[src/rtl/note_recorder.sv]
// note_recorder: debounces the note keys and octave switches, quantises each
// held note to a 16th/8th/4th duration and appends its 6-bit code to a
// DEPTH-entry buffer that the player reads back by index.
// Optional feature macro: NOTE_RECORDER_REST_CAPTURE_EN (records 8th rests
// during silent gaps between notes).

// One debounced input: 2-flop synchroniser followed by a stability counter.
module nr_debounce #(
  parameter int CYCLES = 2000000
) (
  input  logic clk,
  input  logic rst,
  input  logic raw,
  output logic db
);
  localparam int CW = (CYCLES > 1) ? $clog2(CYCLES) : 1;
  localparam logic [CW-1:0] CNT_LAST = CW'(CYCLES - 1);

  logic [1:0]    sync_pipe;
  logic [CW-1:0] cnt;

  // Accept the synchronised level once it has differed from db for CYCLES samples.
  always_ff @(posedge clk or posedge rst) begin
    if (rst) begin
      sync_pipe <= '0;
      cnt       <= '0;
      db        <= 1'b0;
    end else begin
      sync_pipe <= {sync_pipe[0], raw};
      if (sync_pipe[1] != db) begin
        if (cnt == CNT_LAST) begin
          db  <= sync_pipe[1];
          cnt <= '0;
        end else begin
          cnt <= cnt + 1'b1;
        end
      end else begin
        cnt <= '0;
      end
    end
  end
endmodule

module note_recorder #(
  parameter int DEBOUNCE_CYCLES = 2000000,
  parameter int T16_CYCLES      = 12500000,
  parameter int DEPTH           = 64,
  parameter int AW              = 6
) (
  input  logic          clk,
  input  logic          rst,
  input  logic [6:0]    keys,
  input  logic          oct_high,
  input  logic          oct_low,
  input  logic          rec_en,
  input  logic          clear,
  input  logic [AW-1:0] rd_addr,
  output logic [5:0]    rd_data,
  output logic [5:0]    live_code,
  output logic          live_valid,
  output logic          wr_pulse,
  output logic [AW:0]   rec_len,
  output logic          full
);
  localparam int LW = AW + 1;
  localparam int HW = $clog2(3*T16_CYCLES + 1);
  localparam logic [HW-1:0] HOLD_MAX = HW'(3*T16_CYCLES);
  // h < 1.5*T16 expressed in integers: h <= floor(1.5*T16 - 0.5)
  localparam logic [HW-1:0] HOLD_16  = HW'((3*T16_CYCLES + 1) / 2);
  localparam logic [LW-1:0] LEN_LAST = LW'(DEPTH - 1);

  localparam logic [1:0] OCT_MID = 2'd0, OCT_LOW = 2'd1, OCT_HIGH = 2'd2;
  localparam logic [1:0] DUR_8 = 2'd0, DUR_4 = 2'd1, DUR_16 = 2'd2;

  typedef enum logic [2:0] {IDLE, ARMED, PRESSED, COMMIT, FULL} state_t;

  // Code = 21*octave + 7*duration + pitch, matching the player's note table.
  function automatic logic [5:0] enc(input logic [1:0] oct, input logic [1:0] dur,
                                     input logic [2:0] p);
    enc = 6'(oct) * 6'd21 + 6'(dur) * 6'd7 + 6'(p);
  endfunction

  // ---------------- debounce: keys[6:0], oct_high, oct_low ----------------
  logic [8:0] raw_vec, db_vec;
  assign raw_vec = {keys, oct_high, oct_low};

  nr_debounce #(.CYCLES(DEBOUNCE_CYCLES)) u_db [8:0] (
    .clk (clk),
    .rst (rst),
    .raw (raw_vec),
    .db  (db_vec)
  );

  // ---------------- live decode ----------------
  logic [6:0] dkeys;
  logic       key_ok;
  logic [2:0] live_p;
  logic [1:0] live_oct;

  assign dkeys  = db_vec[8:2];
  assign key_ok = $onehot(dkeys);
  assign live_oct = (db_vec[1] & ~db_vec[0]) ? OCT_HIGH :
                    (db_vec[0] & ~db_vec[1]) ? OCT_LOW  : OCT_MID;

  // bit6 = do (p=1) ... bit0 = si (p=7); only meaningful when key_ok.
  always_comb begin
    live_p = '0;
    for (int i = 0; i < 7; i++)
      if (dkeys[i]) live_p = 3'(7 - i);
  end

  assign live_valid = key_ok;
  assign live_code  = key_ok ? enc(live_oct, DUR_8, live_p) : 6'd0;

  // ---------------- recorder FSM ----------------
  state_t        state;
  logic [2:0]    cur_p;
  logic [1:0]    cur_oct;
  logic [HW-1:0] hold;
  logic [1:0]    hold_dur;
  logic [5:0]    commit_code;
  logic          new_note;
  logic          wr_en;

`ifdef NOTE_RECORDER_REST_CAPTURE_EN
  localparam int SW = (2*T16_CYCLES > 1) ? $clog2(2*T16_CYCLES) : 1;
  localparam logic [SW-1:0] SIL_LAST = SW'(2*T16_CYCLES - 1);
  logic [SW-1:0] sil_cnt;
  logic [2:0]    rest_n;
`endif

  // Quantise the hold time of the current note.
  always_comb begin
    if (hold < HOLD_16)       hold_dur = DUR_16;
    else if (hold < HOLD_MAX) hold_dur = DUR_8;
    else                      hold_dur = DUR_4;
  end

  assign new_note = key_ok && ((live_p != cur_p) || (live_oct != cur_oct));
  // clear wins over a pending commit.
  assign wr_en    = (state == COMMIT) && !clear;

  // State, hold timing, record length and write strobe.
  always_ff @(posedge clk or posedge rst) begin
    if (rst) begin
      state       <= IDLE;
      cur_p       <= '0;
      cur_oct     <= '0;
      hold        <= '0;
      commit_code <= '0;
      rec_len     <= '0;
      full        <= 1'b0;
      wr_pulse    <= 1'b0;
`ifdef NOTE_RECORDER_REST_CAPTURE_EN
      sil_cnt     <= '0;
      rest_n      <= '0;
`endif
    end else begin
      wr_pulse <= 1'b0;
      if (clear) begin
        rec_len <= '0;
        full    <= 1'b0;
        state   <= rec_en ? ARMED : IDLE;
`ifdef NOTE_RECORDER_REST_CAPTURE_EN
        sil_cnt <= '0;
        rest_n  <= '0;
`endif
      end else begin
        case (state)
          IDLE: if (rec_en) state <= ARMED;
          ARMED: begin
            if (!rec_en) begin
              state <= IDLE;
            end else if (key_ok) begin
              state   <= PRESSED;
              cur_p   <= live_p;
              cur_oct <= live_oct;
              hold    <= '0;
`ifdef NOTE_RECORDER_REST_CAPTURE_EN
              sil_cnt <= '0;
              rest_n  <= '0;
            end else if (rec_len != '0 && rest_n != 3'd4) begin
              if (sil_cnt == SIL_LAST) begin
                sil_cnt     <= '0;
                rest_n      <= rest_n + 1'b1;
                commit_code <= 6'd0;
                state       <= COMMIT;
              end else begin
                sil_cnt <= sil_cnt + 1'b1;
              end
`else
              // silent gaps between notes are not recorded
`endif
            end
          end
          PRESSED: begin
            if (!rec_en) begin
              state <= IDLE;
            end else if (!key_ok || new_note) begin
              commit_code <= enc(cur_oct, hold_dur, cur_p);
              state       <= COMMIT;
            end else if (hold != HOLD_MAX) begin
              hold <= hold + 1'b1;
            end
          end
          COMMIT: begin
            rec_len  <= rec_len + 1'b1;
            wr_pulse <= 1'b1;
            if (rec_len == LEN_LAST) begin
              full  <= 1'b1;
              state <= FULL;
            end else if (key_ok && rec_en) begin
              state   <= PRESSED;
              cur_p   <= live_p;
              cur_oct <= live_oct;
              hold    <= '0;
`ifdef NOTE_RECORDER_REST_CAPTURE_EN
              sil_cnt <= '0;
              rest_n  <= '0;
`endif
            end else begin
              state <= ARMED;
            end
          end
          FULL:    state <= FULL;
          default: state <= IDLE;
        endcase
      end
    end
  end

  // ---------------- note buffer ----------------
  logic [5:0] mem [DEPTH];

  // Buffer write; no reset so it can map onto RAM.
  always_ff @(posedge clk) begin
    if (wr_en) mem[rec_len[AW-1:0]] <= commit_code;
  end

  // Registered read; unrecorded slots read as a rest.
  always_ff @(posedge clk or posedge rst) begin
    if (rst) rd_data <= '0;
    else     rd_data <= (LW'(rd_addr) < rec_len) ? mem[rd_addr] : 6'd0;
  end
endmodule

[config.mk]
export PLATFORM = sky130hd
export DESIGN_NAME = note_recorder
export DESIGN_NICKNAME = d
export VERILOG_FILES = /design/src/rtl/note_recorder.sv
export SDC_FILE = /design/constraint.sdc
export NUM_CORES = 1
export LEC_CHECK = 0
export BUFFER_PORTS_ARGS = -buffer_cell sky130_fd_sc_hd__buf_2
export CAP_MARGIN = 25
export CORE_ASPECT_RATIO = 0.9
export CORE_MARGIN = 2
export CORE_UTILIZATION = 50
export DETAILED_ROUTE_END_ITERATION = 7
export GPL_TIMING_DRIVEN = 0
export PLACE_DENSITY = 0.64
export SKIP_LAST_GASP = 1
export SLEW_MARGIN = 10
export SYNTH_ARGS = -nofsm -noshare
export SYNTH_HDL_FRONTEND = slang
export SYNTH_SLANG_ARGS = --single-unit
[constraint.sdc]
create_clock -name clk -period 10.8 [get_ports clk]
set_clock_uncertainty 0.05 [all_clocks]
set_input_delay 2.16 -clock clk [delete_from_list [all_inputs] [get_ports clk]]
set_output_delay 2.16 -clock clk [all_outputs]
set_load 0.01 [all_outputs]
# Yosys cells after proc, flatten, opt, wreduce, memory -nomap -nowiden
# Memories as Yosys holds them, arrays and structs flattened.
# Index checks and enable logic that the tools add are counted.
# totals
input_bits,19
reg_bits,271
word_cells,199
mem_count,1
ram_bits,384
latch_bits,0
mem_bits_ro,0
out_inout_bits,22
# classes
add_sub_neg,20
n_shift,0
mul,3
reduce_logical,26
bitwise,5
n_eq_ne,37
n_div,0
n_mux,68
magnitude_cmp,3
# memory_table
name,depth,width,read_ports,rd_clocked_by_memory_dff,write_ports,line_no,source
mem,64,6,1,0,1,233,logic [5:0] mem [DEPTH];
# ops
cell,n
$mux W21,18
$add A21 B1 Y21 const B,9
$eq A21 B21 Y1 const B,9
$mux W26,7
$pmux W26 S3,1
$mux W3,18
$add A26 B1 Y26 const B,1
$lt A26 B25 Y1 const B,1
$lt A26 B26 Y1 const B,1
$ne A26 B26 Y1 const B,1
$reduce_and A2 Y1,10
$pmux W3 S5,1
$mux W2,7
$mux W7,2
$add A6 B3 Y6,2
$mul A2 B5 Y6 const B,2
$mux W6,2
$ne A2 B2 Y1 const B,6
$mux W1,10
$ne A1 B1 Y1,9
$reduce_and A9 Y1,1
$ne A4 B4 Y1 const B,2
$add A7 B1 Y7 const B,1
$eq A7 B6 Y1 const B,1
other kinds (27),40

# Longest topological paths before layout
# depth
word_depth,15
mapped_depth,19
ltp_nobuf,18

# By module
# Synthesis repeated with hierarchy kept, for this count alone.
# hier_totals
cells_unflattened,2203
area_unflattened_um2,29356.9
# modules_own_cells
mod,n_inst,cells_per_inst,area_each_um2,seq_area_each_um2
note_recorder,1,1165,18689.2,12907.4
nr_debounce at u_db[0] ...,8,115,1186.1,600.6
nr_debounce at u_db[8],1,118,1178.6,600.6

# Worst setup path before layout
# No wires, ideal clock.
# synth_path
path_kind,register to output
from,register u_db[2].db
to,output port live_code[0]
required_ns,8.590
stages_incl_launch_ff,11
n_path_buf,0
setup_slack_ns,5.780
t_arrival_ns,2.810
cell_sequence,dfrtp_1 -> fa_1 -> inv_1 -> fa_1 -> inv_1 -> fa_1 -> inv_1 -> fa_1 -> nand3_1 -> inv_1 -> and2_1
# synth_rtl
element,line_no,source
start: declaration,14,output logic db
start signal: assignment,32,db <= sync_pipe[1];
$add A1 B1 Y2 (implied by the code),101,assign key_ok = $onehot(dkeys);
$add A2 B2 Y3 (implied by the code),101,
$add A3 B3 Y3 (implied by the code),101,
$eq A3 B1 Y1,101,
net live_valid,60,"output logic live_valid,"
$mux W6,113,"assign live_code = key_ok ? enc(live_oct, DUR_8, live_p) : 6'd0;"
end: declaration,59,"output logic [5:0] live_code,"
# The timed path passes the listed nets, and every way through them passes these cells.

# Worst setup path in the final report
# layout_path
from,register u_db[5].db
to,output port live_code[1]
# layout_via
elab_chain_cells,6
# layout_rtl
element,line_no
start: declaration,14
start signal: assignment,32
"parallel branches: the longest is 5 deep, another holds $add A2 B2 Y3",--
$mux W6 (*),113
# Mark *: on every way between the ends.

==> impl_metrics.py <==
metrics = {
    "yosys": {
        "synth_top_area_cell": "edfxtp_1",
        "synth-main-ff-cell": "edfxtp_1",
        "syn-num-nets": 2164,
        "avgSynthCellArea_um2": 13.6,
        "ys_ff_latch": 655,
        "synthCells": 2099,
        "ys_async_sr_fraction": 0.414,
        "synth_edf_count": 384,
        "synth_area_leaders": "edfxtp_1 (40%), dfrtp_1 (24%), mux4_2 (7.6%), nor2_1 (4.1%), xor2_1 (3.9%)",
        "synth_area_um2": 28500,
        "ys_warn_count": 0,
        "ys_types": 67,
        "ys_seq_area_frac": 0.643,
        "synth_top_area_frac": 0.405,
    },
    "cells_and_area": {
        "syn2layout_area_growth_pct": 13.1,
        "drive_gt1_frac": 0.134,
        "layoutNonFillerInstCount": 3032,
        "final_cell_mix": "edfxtp_1 (384), nor2_1 (311), dfrtp_1 (265)",
        "utilization": 0.575,
        "final_common_cell": "edfxtp_1",
        "nets": 2287,
        "diodes": 0,
    },
    "placed_design": {
        "place.port_buffers": 39,
        "dp_hpwl_um": 42700,
        "dp_cells": 2904,
        "dp_slack_ns": 5.16,
        "gp_congestion": 0.900,
    },
    "grt": {
        "antenna_found_initial": 0,
        "grt_first_pass_wirelength_um": 99900,
        "grt.overflow.total": 0,
        "grt_max_degree": 116,
        "grt_pass1_vias": 17600,
        "track_usage": 0.219,
    },
    "pwr": {
        "p_leak_nw": 11.9,
        "vdd_ir_drop_max_mv": 0.131,
        "power_density_nw_per_um2": 182,
    },
    "run_status": {
        "status": "complete, no violations",
    },
    "clock_tree": {
        "clock_latency_ns": 0.62,
        "cts-htree-levels": 3,
        "clock-root-buffer": "clkbuf_16",
        "cts_buffers": 69,
        "cts_setup_buffers": 0,
        "ctsHoldBuffers": 0,
        "cts_tree": "yes",
        "cts_resized": 0,
        "clockBufferDepth": 3,
        "cts.clk_slew.worst_paths_ns": 0.06,
        "cts_sinks": 655,
    },
    "detailed_routing": {
        "drt_iter0_markers": 1482,
        "dr.pass1.iters": 6,
        "wire_per_inst_um": 20.9,
        "drtAntennaViolNets": 0,
        "post-route-drc-count": 0,
        "wl_um": 63300,
        "routed-via-count": 17500,
        "viasPerCell": 5.79,
    },
    "run": {
        "maxCapViolCount": 0,
    },
    "critical_path": {
        "r2r_start": "u_db[5].db",
        "r2r_setup_slack_ns": 6.11,
        "crit_end": "live_code[1]",
        "crit_arrival_ns": 4.06,
        "worst_setup_path_end_kind": "output port",
        "crit_start": "u_db[5].db",
        "worst_ep_required_time_ns": 8.59,
        "r2r_end": "hold[13]",
        "reg2reg_depth": 15,
        "worst-path-max-fanout": 7,
        "criticalPathCategory": "reg2out",
        "startpoint_type": "register",
    },
    "sta": {
        "relSlewSlack": 0.344,
        "hold_viol": 0,
        "fmax_mhz": 160,
        "setup_viol": 0,
        "tns_ns": 0,
        "setup_ws_ns": 4.53,
        "maxSlewViolCount": 0,
        "finalCritPeriodShare": 0.580,
        "tightest_slew_ns": 0.977,
        "rsz0062_at_grt": "no",
        "fin_crit_ns": 6.27,
    },
    "floorplanning": {
        "rows": 82,
        "chipHeight_um": 230,
        "start_util": 0.508,
        "num_io_pins": 41,
        "dieArea_um2": 58900,
        "coreArea_um2": 56000,
        "die_w_um": 256,
    },
    "hold_path": {
        "hold_path.class": "reg2reg",
        "hp-start": "u_db[0].sync_pipe[0]",
    },
}
==> worst max-delay path, cell delays in order, from the launching register on <==
cell     delay (ns)
dfrtp_1        0.48
fa_1           0.52
inv_1          0.05
fa_1           0.47
inv_1          0.05
fa_1           0.37
inv_1          0.08
fa_1           0.41
nand3_1        0.32
inv_1          0.30
and2_1         0.26
buf_2          0.14
==> metrics by stage <==
| step | power [mW] | hold WS, ns | instance area (um^2) |
|---|---|---|---|
| final | 5.87 | 0.299 | 32200 |
| after global routing | 6.07 | 0.312 | 32200 |
| after CTS | 5.91 | 0.303 | 32200 |
| after detailed placement | 3.48 | 0.290 | 29800 |
| after global placement | 3.43 | 0.286 | 29600 |
| after floorplan | 3.26 | 0.281 | 28500 |
==> worst min-delay path by stage <==
| stage | to | depth (start not counted) | slack [ns] |
|---|---|---|---|
| after floorplan | u_db[0].sync_pipe[1] | 0 | 0.28 |
| after global placement | u_db[2].sync_pipe[1] | 0 | 0.29 |
| after detailed placement | u_db[2].sync_pipe[1] | 0 | 0.29 |
| after CTS | u_db[0].sync_pipe[1] | 0 | 0.30 |
| after global routing | u_db[0].sync_pipe[1] | 0 | 0.31 |
| final | u_db[0].sync_pipe[1] | 0 | 0.30 |
==> state kept, by name (all words and copies together) (netlist names) <==
register,cells
commit_code,6
cur_oct,2
cur_p,3
full,1
hold,26
mem,384
rd_data,6
rec_len,7
state,3
u_db.cnt,189
u_db.db,9
u_db.sync_pipe,18
wr_pulse,1
==> synth_stat cells, types with 13 or more instances <==
library cell and instances:
and4_1 18, nand3_1 107, or4_1 13, xnor2_1 61, a21oi_1 42, o31ai_1 13, a22oi_1 49, ha_1 38
and3_1 21, nand4_1 51, nor3_1 28, o21ai_0 15, inv_1 51, xor2_1 127, nor2b_1 16, mux4_2 96
dfrtp_1 271, clkbuf_1 59, nand2_1 148, nor4_1 19, edfxtp_1 384, nor2_1 311
==> per-layer routing <==
layer / part of all wire / global-route usage / vias to the layer above
li1: - / - / 7994
met4: 0.026 / 0.0663 / 0
met2: 0.47 / 0.345 / 565
met3: 0.067 / 0.0449 / 122
met5: 0 / 0 / -
met1: 0.44 / 0.310 / 8861
==> cells by family after synthesis <==
group / synth area share
xor+xnor: 0.0594
flops: 0.643
buf+inv: 0.0170
simple gates: 0.135
mux: 0.0809
compound gates: 0.0418
fa+ha+maj: 0.0223
other cells: 0.000132
==> where the power goes <==
group	switching [mW]	internal (mW)	leakage [nW]
logic	0.305	0.164	3.54
registers	0.114	2.85	7.22
clock network	0.996	1.43	1.15
==> cell type report <==
cell class                 count  area [um^2]
multi-input combinational   1320         9680
timing repair buffer          52          425
inverter                      51          199
clock inverter                40          472
buffer                        73          294
fill                        4504        23800
sequential                   655        18300
clock buffer                  85         1870
tap                          756          946
Power figures use the tool's default switching activity.
